==> config.mk <==
export PLATFORM = sky130hd
export DESIGN_NAME = snail_seq_gen_010
export DESIGN_NICKNAME = d
export VERILOG_FILES = /design/src/rtl/snail_seq_gen_010.sv
export SDC_FILE = /design/constraint.sdc
export NUM_CORES = 1
export LEC_CHECK = 0
export ABC_AREA = 1
export BUFFER_PORTS_ARGS = -buffer_cell sky130_fd_sc_hd__buf_2
export CAP_MARGIN = 10
export CORE_MARGIN = 2
export CORE_UTILIZATION = 59
export CTS_CLUSTER_SIZE = 28
export DETAILED_ROUTE_END_ITERATION = 10
export PLACE_DENSITY = 0.83
export SLEW_MARGIN = 20
export SYNTH_ARGS = -nofsm -noshare
export SYNTH_HDL_FRONTEND = slang
export SYNTH_SLANG_ARGS = --single-unit
==> constraint.sdc <==
create_clock -name clk -period 3.8 [get_ports clk]
set_input_delay 1.14 -clock clk [delete_from_list [all_inputs] [get_ports clk]]
set_output_delay 1.14 -clock clk [all_outputs]
set_load 0.005 [all_outputs]
==> src/rtl/snail_seq_gen_010.sv <==
// Serializer that emits a word MSB first, follows it with GAP forced-0 cycles and
// predicts, cycle by cycle, the output of a Mealy "010" detector watching dout.
module snail_seq_gen_010 #(
   parameter int unsigned WIDTH = 8,
   parameter int unsigned GAP   = 2
) (
   input  logic             clk,
   input  logic             rst,
   input  logic [WIDTH-1:0] din,
   input  logic             din_valid,
   output logic             din_ready,
   output logic             dout,
   output logic             busy,
   output logic             frame_done,
   output logic             exp_q,
   output logic [7:0]       hit_cnt
);

   localparam int unsigned CW = 6;

   localparam logic [1:0] S_IDLE  = 2'd0;
   localparam logic [1:0] S_SHIFT = 2'd1;
   localparam logic [1:0] S_GAP   = 2'd2;

   logic [1:0]       state_q, state_d;
   logic [CW-1:0]    cnt_q, cnt_d;
   logic [WIDTH-1:0] shreg_q, shreg_d;
   logic             dout_q, dout_d;
   logic             ready_q, ready_d;
   logic             busy_q, busy_d;
   logic             done_q, done_d;
   logic             exp_q_q, exp_d;
   logic [1:0]       hist_q, hist_d;
   logic [7:0]       hit_q, hit_d;

   // NOTE: every signal gets a default at the top of always_comb so no path
   // leaves it unassigned; a missing default would infer a latch.
   always_comb begin
      state_d = state_q;
      cnt_d   = cnt_q;
      shreg_d = shreg_q;
      dout_d  = 1'b0;
      ready_d = 1'b0;
      busy_d  = 1'b1;
      done_d  = 1'b0;

      unique case (state_q)
         S_SHIFT: begin
            if (cnt_q != '0) begin
               shreg_d = {shreg_q[WIDTH-2:0], 1'b0};
               dout_d  = shreg_q[WIDTH-2];
               cnt_d   = cnt_q - 1'b1;
            end else if (GAP == 0) begin
               state_d = S_IDLE;
               ready_d = 1'b1;
               busy_d  = 1'b0;
               done_d  = 1'b1;
            end else begin
               state_d = S_GAP;
               cnt_d   = CW'(GAP - 1);
            end
         end
         S_GAP: begin
            if (cnt_q != '0) begin
               cnt_d = cnt_q - 1'b1;
            end else begin
               state_d = S_IDLE;
               ready_d = 1'b1;
               busy_d  = 1'b0;
               done_d  = 1'b1;
            end
         end
         default: begin
            // The word on din is only sampled here, so valid while busy is ignored.
            if (din_valid) begin
               state_d = S_SHIFT;
               shreg_d = din;
               dout_d  = din[WIDTH-1];
               cnt_d   = CW'(WIDTH - 1);
            end else begin
               ready_d = 1'b1;
               busy_d  = 1'b0;
            end
         end
      endcase

      // History seen by the next cycle is {previous dout, current dout}.
      hist_d = {hist_q[0], dout_q};
      exp_d  = (hist_d == 2'b01) && !dout_d;
      hit_d  = (exp_d && hit_q != 8'hFF) ? hit_q + 8'd1 : hit_q;
   end

   // NOTE: sequential state uses non-blocking assignments so all registers
   // update together from the same pre-edge values.
   always_ff @(posedge clk) begin
      if (rst) begin
         state_q <= S_IDLE;
         cnt_q   <= '0;
         dout_q  <= 1'b0;
         ready_q <= 1'b1;
         busy_q  <= 1'b0;
         done_q  <= 1'b0;
         exp_q_q <= 1'b0;
         hist_q  <= 2'b00;
         hit_q   <= 8'd0;
      end else begin
         state_q <= state_d;
         cnt_q   <= cnt_d;
         dout_q  <= dout_d;
         ready_q <= ready_d;
         busy_q  <= busy_d;
         done_q  <= done_d;
         exp_q_q <= exp_d;
         hist_q  <= hist_d;
         hit_q   <= hit_d;
      end
   end

   // NOTE: the shift register is not reset; it is always loaded by a transfer
   // before any of its bits reach dout.
   always_ff @(posedge clk) begin
      shreg_q <= shreg_d;
   end

   assign din_ready  = ready_q;
   assign dout       = dout_q;
   assign busy       = busy_q;
   assign frame_done = done_q;
   assign exp_q      = exp_q_q;
   assign hit_cnt    = hit_q;

endmodule

==> results.py <==
metrics = {
    "clock_network": {
        "cts_resized": 0,
        "cts_made_buffers": 5,
        "cts_max_path_buffers": 2,
        "clkSlewWorstSetupHoldPaths_ps": 100,
        "cts_tree": "built",
        "clock_latency_ps": 330,
        "cts_max_level": 2,
        "cts_setup_buffers": 0,
        "root_buffer": "clkbuf_4",
        "holdBufCountCts": 0,
        "cts.sinks": 29,
    },
    "critical_path": {
        "worstPathCellList": "buf_2",
        "worstSetupPathType": "reg2out",
        "cp_top_family": "flip-flops",
        "endpoint_kind": "output port",
        "slowest_delay_ps": 440,
        "crit_arrival_ps": 920,
        "path_buf_inv": 1,
        "cp-start-kind": "flop",
        "reg2reg_setup_slack_ps": 1800,
        "cpMaxStageDelayCell": "dfxtp_1",
        "cp_max_fo": 6,
        "critPathRequiredTime_ps": 2660,
    },
    "sta": {
        "finalSetupTns_ps": 0,
        "worst_pin_slew_ps": 704,
        "finalCritPeriodShare": 0.542,
        "max_freq_mhz": 486,
        "clock_skew_ps": 6.87,
        "slew_violations": 0,
        "min_period_ps": 2060,
        "relSlewSlack": 0.531,
        "hold_ws_ps": 459,
        "setup_violations": 0,
        "hold_viol": 0,
        "setup_slack_ps": 1740,
        "rsz0062_at_grt": "no",
    },
    "status": {
        "status": "finished, final reports clean",
    },
    "global_route": {
        "antenna_found_initial": 0,
        "grt_pass1_wl_um": 4840,
        "grtUsageTotal": 0.232,
        "grt_max_degree": 17,
        "grt.overflow.total": 0,
        "grt_pass1_vias": 1230,
    },
    "pwr": {
        "cellPowerDensity_nw_per_um2": 687,
        "ir_drop_mv": 0.590,
        "p_leak_nw": 0.761,
    },
    "cells_and_area": {
        "num-fill-cells": 181,
        "diodes": 0,
        "regArea_um2": 651,
        "num-nets-final": 229,
        "area_delta_synth_final_pct": 15.2,
        "drive_gt1_frac": 0.192,
        "multi_input_area_um2": 706,
    },
    "floorplanning": {
        "fp.dieH_um": 53.7,
        "dieWidth_um": 53.7,
        "ios": 24,
        "core_um2": 2280,
        "rows": 17,
        "start_util": 0.639,
        "die_area_um2": 2880,
    },
    "synthesis": {
        "yosys.cell_count.top_type": "nand2_1",
        "seq_area_frac_synth": 0.447,
        "synth.distinct_cells": 25,
        "synth_area_um2": 1460,
        "synth-async-reset-ratio": 0,
        "yosysTopAreaCellShare": 0.303,
        "ys.flop_type": "dfxtp_1",
        "synth_common_cells": "nand2_1, inv_1, dfxtp_1",
        "ys_ff_latch": 29,
        "syn_inst": 186,
        "synth.area.top_cells": "dfxtp_1, edfxtp_1, nand2_1",
        "synth_edf_count": 7,
        "syn-num-nets": 202,
        "yosys_warnings": 0,
        "syn_avg_cell_area_um2": 7.82,
        "synth_top_area_cell": "dfxtp_1",
    },
    "hold_path": {
        "hold_class": "reg2reg",
    },
    "routing": {
        "vias": 1275,
        "wl_um": 2890,
        "avgViaCountPerCell": 5.27,
        "wl_per_cell_um": 12.0,
        "firstDrtPassIters": 4,
        "drcViolationCount": 0,
        "antenna_left": 0,
        "drt_iter0_markers": 17,
    },
    "placed_design": {
        "routabilityCongestion": 0.849,
        "dpl.hpwl_um": 2190,
        "numPortBuffers": 23,
        "place_ws_ps": 1570,
    },
    "run": {
        "drv_cap": 0,
    },
}
## per-stage QoR
stage	instances	area, um2	util	total power (W)
final	242	1680	0.737	0.00115
after global routing	242	1680	0.737	0.00123
after CTS	242	1680	0.737	0.00115
after detailed placement	234	1590	0.700	0.000897
after global placement	234	1590	0.700	0.000868
after floorplan	186	1460	-	0.000790
## area by class of cell
type / instances / area share
clock buffer: 5 / 0.0224
clock inverter: 3 / 0.0276
inverter: 23 / 0.0515
multi-input combinational: 131 / 0.421
sequential: 29 / 0.388
tap: 28 / 0.0209
timing repair buffer: 23 / 0.0687
## routing by layer
| layer | track usage | share of wire | up-vias |
|---|---|---|---|
| met4 | 0.132 | 0.022 | 0 |
| li1 | - | - | 647 |
| met1 | 0.246 | 0.43 | 583 |
| met5 | 0 | 0 | - |
| met3 | 0.0556 | 0.043 | 9 |
| met2 | 0.417 | 0.50 | 36 |
## power breakdown
part           internal (W)  switching [W]  total, W
clock network      0.000139       0.000118  0.000257
registers          0.000416      0.0000394  0.000456
logic              0.000147       0.000292  0.000439
## placed cells by master (no fill, tap or decap), types with 5 or more instances in the layout
master,synthesis,layout
inv_1,23,23
edfxtp_1,7,7
buf_2,1,23
nor2_1,19,19
xor2_1,6,6
a21oi_1,17,17
o21ai_0,5,5
ha_1,5,5
clkbuf_4,0,5
dfxtp_1,22,22
nand3_1,5,5
nand2_1,55,55
## logic make-up after synthesis
kind of cell | Yosys count | synth area share
AND/OR/NAND/NOR | 92 | 0.299
flip-flops | 29 | 0.447
AO/OA/AOI/OAI | 26 | 0.0946
buffers and inverters | 26 | 0.0679
XOR/XNOR | 8 | 0.0482
adder cells (fa/ha/maj) | 5 | 0.0430
## state kept, by name (all words and copies together), names as in the netlist
signal,flops
hit_cnt,8
hist_q,1
din_ready,1
frame_done,1
exp_q,1
cnt_q,6
busy,1
shreg_q,7
dout,1
state_q,2
## final timing paths
kind	start	endpoint	cells after the start
setup / recovery	hit_cnt[2]	hit_cnt[2]	1
hold / removal	dout	hist_q[0]	2
setup reg to reg	state_q[1]	shreg_q[5]	5
hold reg to reg	dout	hist_q[0]	2
Note: power is estimated with default switching activity, not from simulation.
